==> config.mk <==
export PLATFORM = sky130hd
export DESIGN_NAME = cp0_exception_unit_flat
export DESIGN_NICKNAME = d
export VERILOG_FILES = /design/src/rtl/cp0_exception_unit_if.sv /design/src/rtl/cp0_exception_unit.sv /design/src/flat_wrapper.sv
export SDC_FILE = /design/constraint.sdc
export NUM_CORES = 1
export LEC_CHECK = 0
export BUFFER_PORTS_ARGS = -buffer_cell sky130_fd_sc_hd__buf_2
export CAP_MARGIN = 20
export CORE_MARGIN = 3
export CORE_UTILIZATION = 45
export CTS_CLUSTER_SIZE = 10
export DETAILED_ROUTE_END_ITERATION = 6
export HOLD_SLACK_MARGIN = 0.06
export PLACE_DENSITY = 0.72
export REMOVE_ABC_BUFFERS = 1
export SKIP_CTS_REPAIR_TIMING = 1
export SYNTH_ARGS = -nofsm -noshare
export SYNTH_HDL_FRONTEND = slang
export SYNTH_SLANG_ARGS = --single-unit
export TNS_END_PERCENT = 50
==> constraint.sdc <==
create_clock -name clk -period 4.7 [get_ports clk]
set_input_delay 0.94 -clock clk [delete_from_list [all_inputs] [get_ports clk]]
set_output_delay 0.94 -clock clk [all_outputs]
set_load 0.02 [all_outputs]
==> src/rtl/cp0_exception_unit_if.sv <==
// MEM-stage coprocessor-0 bus: pipeline control word, MFC0 read port and
// the exception redirect returned to fetch.
interface cp0_exception_unit_if;
    logic        InstValidM;
    logic [31:0] PCM;
    logic        DelaySlotM;
    logic        ExcAdelFM;
    logic        ExcRIM;
    logic        SyscallM;
    logic        BreakM;
    logic        ExcOvM;
    logic        ExcAdelM;
    logic        ExcAdesM;
    logic [31:0] BadAddrM;
    logic        EretM;
    logic        CP0WriteM;
    logic [4:0]  CP0WAddrM;
    logic [31:0] CP0WDataM;
    logic [4:0]  CP0RAddr;
    logic [31:0] CP0RData;
    logic [5:0]  ExtInt;
    logic        ExcFlush;
    logic [31:0] ExcPC;
    logic [31:0] StatusOut;
    logic [31:0] CauseOut;
    logic [31:0] EPCOut;

    modport master (
        output InstValidM, PCM, DelaySlotM, ExcAdelFM, ExcRIM, SyscallM, BreakM,
               ExcOvM, ExcAdelM, ExcAdesM, BadAddrM, EretM, CP0WriteM,
               CP0WAddrM, CP0WDataM, CP0RAddr, ExtInt,
        input  CP0RData, ExcFlush, ExcPC, StatusOut, CauseOut, EPCOut
    );

    modport slave (
        input  InstValidM, PCM, DelaySlotM, ExcAdelFM, ExcRIM, SyscallM, BreakM,
               ExcOvM, ExcAdelM, ExcAdesM, BadAddrM, EretM, CP0WriteM,
               CP0WAddrM, CP0WDataM, CP0RAddr, ExtInt,
        output CP0RData, ExcFlush, ExcPC, StatusOut, CauseOut, EPCOut
    );
endinterface

==> src/rtl/cp0_exception_unit.sv <==
// MEM-stage CP0 register file with precise exception/interrupt/ERET
// arbitration; drives the pipeline flush and fetch redirect.
module cp0_exception_unit #(
    parameter logic [31:0] EXC_VECTOR = 32'hBFC0_0380
) (
    input  logic clk,
    input  logic rst,
    cp0_exception_unit_if.slave cp0
);

    logic        tickReg;
    logic [31:0] countReg;
    logic [31:0] compareReg;
    logic [31:0] badVAddrReg;
    logic [31:0] epcReg;
    logic [7:0]  statusImReg;
    logic        statusExlReg;
    logic        statusIeReg;
    logic        causeBdReg;
    logic        causeTiReg;
    logic [5:0]  causeIpHwReg;
    logic [1:0]  causeIpSwReg;
    logic [4:0]  causeExcCodeReg;

    logic [31:0] statusValue;
    logic [31:0] causeValue;
    logic [7:0]  pendBits;
    logic        intPend;
    logic        instValid;
    logic        excTaken;
    logic [4:0]  excCodeNext;
    logic        loadBadFetch;
    logic        loadBadData;
    logic        eretTaken;
    logic        mtc0Apply;
    logic        wrCount;
    logic        wrCompare;
    logic        wrStatus;
    logic        wrCause;
    logic        wrEpc;
    logic        timerMatch;

    assign statusValue = {9'b0, 1'b1, 6'b0, statusImReg, 6'b0, statusExlReg, statusIeReg};
    assign causeValue  = {causeBdReg, causeTiReg, 14'b0, causeIpHwReg, causeIpSwReg,
                          1'b0, causeExcCodeReg, 2'b0};

    // Per-line pending mask: IP[15:8] against IM[15:8].
    genvar gi;
    generate
        for (gi = 0; gi < 8; gi++) begin : gPend
            if (gi < 2) begin : gSw
                assign pendBits[gi] = causeIpSwReg[gi] & statusImReg[gi];
            end else begin : gHw
                assign pendBits[gi] = causeIpHwReg[gi-2] & statusImReg[gi];
            end
        end
    endgenerate

    assign intPend   = statusIeReg & ~statusExlReg & (|pendBits);
    assign instValid = cp0.InstValidM;

    // Fixed-priority exception arbitration; a bubble raises nothing.
    always_comb begin
        excTaken     = 1'b0;
        excCodeNext  = 5'h00;
        loadBadFetch = 1'b0;
        loadBadData  = 1'b0;
        if (instValid) begin
            if (intPend) begin
                excTaken = 1'b1; excCodeNext = 5'h00;
            end else if (cp0.ExcAdelFM) begin
                excTaken = 1'b1; excCodeNext = 5'h04; loadBadFetch = 1'b1;
            end else if (cp0.ExcRIM) begin
                excTaken = 1'b1; excCodeNext = 5'h0A;
            end else if (cp0.SyscallM) begin
                excTaken = 1'b1; excCodeNext = 5'h08;
            end else if (cp0.BreakM) begin
                excTaken = 1'b1; excCodeNext = 5'h09;
            end else if (cp0.ExcOvM) begin
                excTaken = 1'b1; excCodeNext = 5'h0C;
            end else if (cp0.ExcAdelM) begin
                excTaken = 1'b1; excCodeNext = 5'h04; loadBadData = 1'b1;
            end else if (cp0.ExcAdesM) begin
                excTaken = 1'b1; excCodeNext = 5'h05; loadBadData = 1'b1;
            end
        end
    end

    assign eretTaken  = instValid & cp0.EretM & ~excTaken;
    assign mtc0Apply  = instValid & cp0.CP0WriteM & ~excTaken & ~eretTaken;
    assign wrCount    = mtc0Apply && (cp0.CP0WAddrM == 5'd9);
    assign wrCompare  = mtc0Apply && (cp0.CP0WAddrM == 5'd11);
    assign wrStatus   = mtc0Apply && (cp0.CP0WAddrM == 5'd12);
    assign wrCause    = mtc0Apply && (cp0.CP0WAddrM == 5'd13);
    assign wrEpc      = mtc0Apply && (cp0.CP0WAddrM == 5'd14);
    assign timerMatch = (countReg == compareReg) && (compareReg != 32'd0);

    // Reset masks the redirect so a held-in-reset pipeline is never flushed.
    assign cp0.ExcFlush  = rst & (excTaken | eretTaken);
    assign cp0.ExcPC     = (rst & eretTaken) ? epcReg : EXC_VECTOR;
    assign cp0.StatusOut = statusValue;
    assign cp0.CauseOut  = causeValue;
    assign cp0.EPCOut    = epcReg;

    always_comb begin
        case (cp0.CP0RAddr)
            5'd8:    cp0.CP0RData = badVAddrReg;
            5'd9:    cp0.CP0RData = countReg;
            5'd11:   cp0.CP0RData = compareReg;
            5'd12:   cp0.CP0RData = statusValue;
            5'd13:   cp0.CP0RData = causeValue;
            5'd14:   cp0.CP0RData = epcReg;
            default: cp0.CP0RData = 32'd0;
        endcase
    end

    always_ff @(posedge clk or negedge rst) begin
        if (!rst) begin
            tickReg         <= 1'b0;
            countReg        <= 32'd0;
            compareReg      <= 32'd0;
            badVAddrReg     <= 32'd0;
            epcReg          <= 32'd0;
            statusImReg     <= 8'd0;
            statusExlReg    <= 1'b0;
            statusIeReg     <= 1'b0;
            causeBdReg      <= 1'b0;
            causeTiReg      <= 1'b0;
            causeIpHwReg    <= 6'd0;
            causeIpSwReg    <= 2'd0;
            causeExcCodeReg <= 5'd0;
        end else begin
            tickReg      <= ~tickReg;
            causeIpHwReg <= {cp0.ExtInt[5] | causeTiReg, cp0.ExtInt[4:0]};

            if (wrCount)      countReg <= cp0.CP0WDataM;
            else if (tickReg) countReg <= countReg + 32'd1;

            if (wrCompare) compareReg <= cp0.CP0WDataM;

            // A Compare write acknowledges the timer even on a match cycle.
            if (wrCompare)       causeTiReg <= 1'b0;
            else if (timerMatch) causeTiReg <= 1'b1;

            if (excTaken) begin
                statusExlReg    <= 1'b1;
                causeExcCodeReg <= excCodeNext;
                // Nested exceptions keep the original return point.
                if (!statusExlReg) begin
                    epcReg     <= cp0.DelaySlotM ? (cp0.PCM - 32'd4) : cp0.PCM;
                    causeBdReg <= cp0.DelaySlotM;
                end
                if (loadBadFetch)     badVAddrReg <= cp0.PCM;
                else if (loadBadData) badVAddrReg <= cp0.BadAddrM;
            end else if (eretTaken) begin
                statusExlReg <= 1'b0;
            end else begin
                if (wrStatus) begin
                    statusImReg  <= cp0.CP0WDataM[15:8];
                    statusExlReg <= cp0.CP0WDataM[1];
                    statusIeReg  <= cp0.CP0WDataM[0];
                end
                if (wrCause) causeIpSwReg <= cp0.CP0WDataM[9:8];
                if (wrEpc)   epcReg       <= cp0.CP0WDataM;
            end
        end
    end

endmodule

==> src/flat_wrapper.sv <==
// flat-port wrapper written by rule: the top's interface ports become plain ports
module cp0_exception_unit_flat 
#(
    parameter logic [31:0] EXC_VECTOR = 32'hBFC0_0380
)
  (clk, rst, cp0_InstValidM, cp0_PCM, cp0_DelaySlotM, cp0_ExcAdelFM, cp0_ExcRIM, cp0_SyscallM, cp0_BreakM, cp0_ExcOvM, cp0_ExcAdelM, cp0_ExcAdesM, cp0_BadAddrM, cp0_EretM, cp0_CP0WriteM, cp0_CP0WAddrM, cp0_CP0WDataM, cp0_CP0RAddr, cp0_ExtInt, cp0_CP0RData, cp0_ExcFlush, cp0_ExcPC, cp0_StatusOut, cp0_CauseOut, cp0_EPCOut);
  cp0_exception_unit_if cp0_i ();
  input  logic clk;
  input  logic rst;
  input wire logic [$bits(cp0_i.InstValidM)-1:0] cp0_InstValidM;
  input wire logic [$bits(cp0_i.PCM)-1:0] cp0_PCM;
  input wire logic [$bits(cp0_i.DelaySlotM)-1:0] cp0_DelaySlotM;
  input wire logic [$bits(cp0_i.ExcAdelFM)-1:0] cp0_ExcAdelFM;
  input wire logic [$bits(cp0_i.ExcRIM)-1:0] cp0_ExcRIM;
  input wire logic [$bits(cp0_i.SyscallM)-1:0] cp0_SyscallM;
  input wire logic [$bits(cp0_i.BreakM)-1:0] cp0_BreakM;
  input wire logic [$bits(cp0_i.ExcOvM)-1:0] cp0_ExcOvM;
  input wire logic [$bits(cp0_i.ExcAdelM)-1:0] cp0_ExcAdelM;
  input wire logic [$bits(cp0_i.ExcAdesM)-1:0] cp0_ExcAdesM;
  input wire logic [$bits(cp0_i.BadAddrM)-1:0] cp0_BadAddrM;
  input wire logic [$bits(cp0_i.EretM)-1:0] cp0_EretM;
  input wire logic [$bits(cp0_i.CP0WriteM)-1:0] cp0_CP0WriteM;
  input wire logic [$bits(cp0_i.CP0WAddrM)-1:0] cp0_CP0WAddrM;
  input wire logic [$bits(cp0_i.CP0WDataM)-1:0] cp0_CP0WDataM;
  input wire logic [$bits(cp0_i.CP0RAddr)-1:0] cp0_CP0RAddr;
  input wire logic [$bits(cp0_i.ExtInt)-1:0] cp0_ExtInt;
  output wire logic [$bits(cp0_i.CP0RData)-1:0] cp0_CP0RData;
  output wire logic [$bits(cp0_i.ExcFlush)-1:0] cp0_ExcFlush;
  output wire logic [$bits(cp0_i.ExcPC)-1:0] cp0_ExcPC;
  output wire logic [$bits(cp0_i.StatusOut)-1:0] cp0_StatusOut;
  output wire logic [$bits(cp0_i.CauseOut)-1:0] cp0_CauseOut;
  output wire logic [$bits(cp0_i.EPCOut)-1:0] cp0_EPCOut;
  assign cp0_i.InstValidM = cp0_InstValidM;
  assign cp0_i.PCM = cp0_PCM;
  assign cp0_i.DelaySlotM = cp0_DelaySlotM;
  assign cp0_i.ExcAdelFM = cp0_ExcAdelFM;
  assign cp0_i.ExcRIM = cp0_ExcRIM;
  assign cp0_i.SyscallM = cp0_SyscallM;
  assign cp0_i.BreakM = cp0_BreakM;
  assign cp0_i.ExcOvM = cp0_ExcOvM;
  assign cp0_i.ExcAdelM = cp0_ExcAdelM;
  assign cp0_i.ExcAdesM = cp0_ExcAdesM;
  assign cp0_i.BadAddrM = cp0_BadAddrM;
  assign cp0_i.EretM = cp0_EretM;
  assign cp0_i.CP0WriteM = cp0_CP0WriteM;
  assign cp0_i.CP0WAddrM = cp0_CP0WAddrM;
  assign cp0_i.CP0WDataM = cp0_CP0WDataM;
  assign cp0_i.CP0RAddr = cp0_CP0RAddr;
  assign cp0_i.ExtInt = cp0_ExtInt;
  assign cp0_CP0RData = cp0_i.CP0RData;
  assign cp0_ExcFlush = cp0_i.ExcFlush;
  assign cp0_ExcPC = cp0_i.ExcPC;
  assign cp0_StatusOut = cp0_i.StatusOut;
  assign cp0_CauseOut = cp0_i.CauseOut;
  assign cp0_EPCOut = cp0_i.EPCOut;
  cp0_exception_unit #(.EXC_VECTOR(EXC_VECTOR)) u_core (.clk(clk), .rst(rst), .cp0(cp0_i));
endmodule
# After elaboration in Yosys (flattened, before gate mapping)
# Cells that the tools add are included.
classes:
  addsub: 2
  n_mul: 0
  div_mod_pow: 0
  n_lt_le_gt_ge: 0
  eq_ne: 14
  shift: 0
  n_mux: 44
  bitwise: 23
  reduce_logical: 18
ops:
  columns: ["cell", "count"]
  rows:
  - ["32-bit two-way mux", 10]
  - ["32-bit one-hot mux with 6 select lines", 1]
  - ["5-bit by 4-bit equality test with 1-bit output (second input constant)", 11]
  - ["5-bit two-way mux", 8]
  - ["32-bit by 1-bit adder with 32-bit output (second input constant)", 1]
  - ["32-bit equality test", 1]
  - ["32-bit nonzero test", 1]
  - ["32-bit by 3-bit subtractor with 32-bit output (second input constant)", 1]
  - ["1-bit two-way mux", 24]
  - ["1-bit bitwise AND", 17]
  - ["3-bit AND reduction", 3]
  - ["2-bit nonzero test", 4]
  - ["8-bit OR reduction", 1]
  - ["1-bit logical AND", 6]
  - ["1-bit NOT", 4]
  - ["2-bit AND reduction", 2]
  - ["3-bit two-way mux", 1]
  - ["3-bit nonzero test", 1]
  - ["2-bit by 1-bit inequality test with 1-bit output (second input constant)", 1]
  - ["2-bit inequality test (second input constant)", 1]
  - ["1-bit OR", 2]
word_totals:
  reg_bits: 154
  latch_bits: 0
  ram_bits: 0
  romBits: 0
  input_bits: 125
  out_inout_bits: 161
  word_cells: 114
  mem_count: 0

# Longest topological paths before layout
logic_depth:
  depth_word: 17
  ltp_mapped: 9
  ltp_nobuf: 8

# Least setup slack after synthesis
# No wires, ideal clock.
synth_timing:
  kind: "input port to output port"
  from: "input port cp0_ExcOvM"
  to: "output port cp0_ExcFlush"
  arrival_time_ns: 2.642
  required_time_ns: 3.760
  slack_ns: 1.118
  stages: 6
  path_buffers: 2
  cell_sequence: "or4_1 > o41a_1 > a21o_1 > buf_2 > clkbuf_1 > o21a_1"
synth_between:
  elab_chain_len: 11
synth_lines:
  columns: ["item", "line", "source"]
  rows:
  - ["start: declaration", "flat_wrapper.sv:17", "input wire logic [$bits(cp0_i.ExcOvM)-1:0] cp0_ExcOvM;"]
  - ["1-bit two-way mux *", "cp0_exception_unit.sv:79", "end else if (cp0.ExcOvM) begin"]
  - ["1-bit two-way mux *", "cp0_exception_unit.sv:77", "end else if (cp0.BreakM) begin"]
  - ["1-bit two-way mux *", "cp0_exception_unit.sv:75", "end else if (cp0.SyscallM) begin"]
  - ["1-bit two-way mux *", "cp0_exception_unit.sv:73", "end else if (cp0.ExcRIM) begin"]
  - ["1-bit two-way mux *", "cp0_exception_unit.sv:71", "end else if (cp0.ExcAdelFM) begin"]
  - ["1-bit two-way mux *", "cp0_exception_unit.sv:69", "if (intPend) begin"]
  - ["1-bit two-way mux *", "cp0_exception_unit.sv:68", "if (instValid) begin"]
  - ["1-bit NOT (no line)", null, null]
  - ["1-bit bitwise AND", "cp0_exception_unit.sv:89", "assign eretTaken = instValid & cp0.EretM & ~excTaken;"]
  - ["1-bit OR *", "cp0_exception_unit.sv:99", "assign cp0.ExcFlush = rst & (excTaken | eretTaken);"]
  - ["1-bit bitwise AND *", "cp0_exception_unit.sv:99", null]
  - ["end: declaration", "flat_wrapper.sv:28", "output wire logic [$bits(cp0_i.ExcFlush)-1:0] cp0_ExcFlush;"]
# Mark *: on every way between the ends. The rest lies on a longest branch, timed or not.

# Worst setup path in the final report
# Ends and elaborated chain as after synthesis.

==> impl_metrics.yaml <==
worst_setup_path:
  worst_setup_path_start_kind: "input pin"
  timing.critical_path.required_ns: 3.76
  cp_data_arrival_time_ns: 2.86
  crit_fanout: 26
  worst-setup-path-type: "input pin to output port"
  critical-path-slowest-cell: "sky130_fd_sc_hd__or4_1"
  worst_setup_path_startpoint: "cp0_ExcOvM"
  critPathCaptureType: "output port"
  timing.rr.start: "u_core.statusImReg[7]$_DFFE_PN0P_"
  most_common_cell_on_crit_path: "sky130_fd_sc_hd__buf_2"
  delay_of_the_slowest_cell_on_the_worst_path_ns: 0.58
  r2r_cells: 8
  crit_path_cell_trace: "buf_2, or4_1, o41a_1, a21o_1, buf_4, o21a_1, buf_2"
place:
  placement.io_buffers: 245
  hpwl_mm: 22.6
  gpl.final_weighted_congestion: 0.878
  dpl.cell_count: 1522
outcome:
  run_status: "complete, no violations"
min_path:
  hold_path_class: "input pin to asynchronous set/reset pin"
global_routing:
  grt_max_degree: 77
  grt_usage: 0.285
  global_route_wire_length_before_repair_mm: 49.1
  grt_remaining_overflow: 0
  number_of_antenna_violations_at_the_first_check_in_global_routing: 1
  vias_in_the_first_global_route: 8699
floorplanning:
  core.rowCount: 51
  initial_utilization: 0.468
  die_w_um: 150
  core_region_area_um2: 19800
  i_o_pin_cnt: 286
  die-area_um2: 22400
  chip_height_um: 150
drt:
  total_via_count_after_detailed_routing: 8975
  detail-route-antenna-nets: 0
  drc: 0
  detailedRoute.firstPassIterationCount: 6
  detail_route.vias_per_cell: 5.77
  initialDrtViolationCount: 728
  wirelength_mm: 32.1
  wl_per_cell_um: 20.6
power:
  power.ir.vdd_worst_mv: 0.220
  totalPowerFinal_uw: 3560
  total_leakage_power_uw: 0.00555
  power.density_nw_per_um2: 318
sta:
  hold_viol: 0
  finalSetupViolCount: 0
  worstMarginPinSlew_ns: 1.03
  finalSetupTns_ns: 0
  slew_viol_final: 0
  timing.max_slew.rel_slack: 0.314
  min_period_over_period: 0.809
  fin_hold_ws_ns: 0.387
  fin_skew_ns: 0.0133
  fmaxAchievable_ghz: 0.263
  minimum_clock_period_ns: 3.80
  setup_repair_after_global_routing_missed_its_margin: "false"
cts:
  clock_latency_ns: 0.44
  clock_path_buffers: 2
  numCtsBuffers: 17
  clock-sinks: 153
  cts_root_buffer: "sky130_fd_sc_hd__clkbuf_16"
  clock_h_tree_levels: 4
  clock_pin_slew_reported_for_the_worst_setup_and_hold_paths_after_clock_tree_synthesis_ns: 0.07
  cts_tree: "done"
final_layout:
  area_growth_syn_to_layout_pct: 20.5
  finalNonFillerCells: 1556
  fillCellCount: 1812
  layout.nets: 1403
  mostFrequentLayoutCells: "244 x sky130_fd_sc_hd__buf_2, 153 x sky130_fd_sc_hd__dfrtp_1, 142 x sky130_fd_sc_hd__nand2_1, 119 x sky130_fd_sc_hd__nor2_1, 67 x sky130_fd_sc_hd__a22oi_1"
  end_of_flow_core_utilization: 0.564
  layout_commonest_cell: "sky130_fd_sc_hd__buf_2"
  layout-drive-gt1-share: 0.280
yosys:
  ys_warns: 0
  postSynthAreaPerCell_um2: 8.71
  number_of_enable_type_register_cells_in_the_synthesized_netlist: 0
  ys_seq_area_frac: 0.412
  synth-async-reset-ratio: 1.00
  ys_seq_elements: 153
  synth_flop_cell: "sky130_fd_sc_hd__dfrtp_1"
  synthDistinctLibCells: 55
  synthCells: 1067
  mappedNetlistArea_um2: 9300
job:
  maxCapViolCount: 0
Yosys cell counts (6+ instances only):
library cell | n | area (um2)
sky130_fd_sc_hd__inv_1 | 10 | 37.5
sky130_fd_sc_hd__nand2_1 | 143 | 537
sky130_fd_sc_hd__a22oi_1 | 67 | 503
sky130_fd_sc_hd__clkbuf_1 | 65 | 244
sky130_fd_sc_hd__and2_1 | 22 | 138
sky130_fd_sc_hd__nor4_1 | 21 | 131
sky130_fd_sc_hd__xor2_1 | 59 | 517
sky130_fd_sc_hd__buf_4 | 44 | 330
sky130_fd_sc_hd__o21ai_0 | 42 | 210
sky130_fd_sc_hd__nand3_1 | 23 | 115
sky130_fd_sc_hd__nand4_1 | 19 | 119
sky130_fd_sc_hd__mux2_2 | 44 | 495
sky130_fd_sc_hd__a31oi_1 | 34 | 213
sky130_fd_sc_hd__a222oi_1 | 9 | 90.1
sky130_fd_sc_hd__nand2b_1 | 15 | 93.8
sky130_fd_sc_hd__dfrtp_1 | 153 | 3830
sky130_fd_sc_hd__nor3_1 | 22 | 110
sky130_fd_sc_hd__nor2_1 | 120 | 450
sky130_fd_sc_hd__xnor2_1 | 28 | 245
sky130_fd_sc_hd__a21oi_1 | 48 | 240
sky130_fd_sc_hd__and4_1 | 6 | 52.6
critical path, delay by kind of cell:
family,cells,cell delay (ns)
AO/OA/AOI/OAI,3,0.84
AND/OR/NAND/NOR,1,0.58
buffers and inverters,3,0.50
cells by family (layout without fill, tap and decap cells):
kind of cell | after synthesis | in the layout | share of synthesized area
AND/OR/NAND/NOR | 424 | 424 | 0.218
AO/OA/AOI/OAI | 225 | 225 | 0.157
flip-flops | 153 | 153 | 0.412
buffers and inverters | 125 | 309 | 0.0686
XOR/XNOR | 87 | 87 | 0.0820
multiplexers | 49 | 49 | 0.0587
adder cells (fa/ha/maj) | 2 | 2 | 0.00269
other | 2 | 42 | 0.000808
final timing paths:
kind / endpoint / slack, ns
setup / recovery: cp0_ExcFlush / 0.90
hold reg to reg: u_core.causeExcCodeReg[0]$_DFFE_PN0N_ / 0.52
hold / removal: u_core.cp0.EPCOut[30]$_DFFE_PN0P_ / 0.39
setup reg to reg: u_core.badVAddrReg[27]$_DFFE_PN0P_ / 1.90
min in group clk: u_core.causeExcCodeReg[0]$_DFFE_PN0N_ / 0.52
max in group asynchronous: u_core.countReg[22]$_DFFE_PN0P_ / 2.32
where the power goes:
| part | switching [uW] | internal [uW] | leakage, uW |
|---|---|---|---|
| registers | 116 | 1430 | 0.00195 |
| clock network | 615 | 793 | 0.000283 |
| logic | 397 | 207 | 0.00332 |
| total | 1130 | 2430 | 0.00555 |
sequential cells by signal, summed over array words and instances, names as in the netlist:
name,cells
u_core.countReg,32
u_core.causeIpHwReg,6
u_core.causeBdReg,1
u_core.causeExcCodeReg,4
u_core.cp0.EPCOut,32
u_core.compareReg,32
u_core.statusExlReg,1
u_core.causeIpSwReg,2
u_core.statusImReg,8
u_core.tickReg,1
u_core.statusIeReg,1
u_core.causeTiReg,1
u_core.badVAddrReg,32
per-layer routing:
| metal | routed length (um) | global-route usage | share of wire |
|---|---|---|---|
| met5 | 8 | 0 | 0.00025 |
| met1 | 13100 | 0.375 | 0.41 |
| met2 | 15300 | 0.472 | 0.48 |
| met4 | 847 | 0.0919 | 0.026 |
| met3 | 2830 | 0.0597 | 0.088 |
stage by stage:
step	setup slack (ns)	instance area, um2
4_1_cts	0.915	11200
2_1_floorplan	-0.376	8840
5_1_grt	0.773	11200
3_3_place_gp	0.929	10600
6_report	0.895	11200
3_5_place_dp	0.922	10600
cell type report:
cell class,instances,area [um2],area share
antenna,2,5.00,0.000447
clock buffer,17,425,0.0380
clock inverter,15,165,0.0147
inverter,10,37.5,0.00335
multi-input combinational,827,5010,0.447
sequential,153,3830,0.342
tap,265,332,0.0296
timing repair buffer,267,1400,0.125
Note: power is estimated with default switching activity, not from simulation.
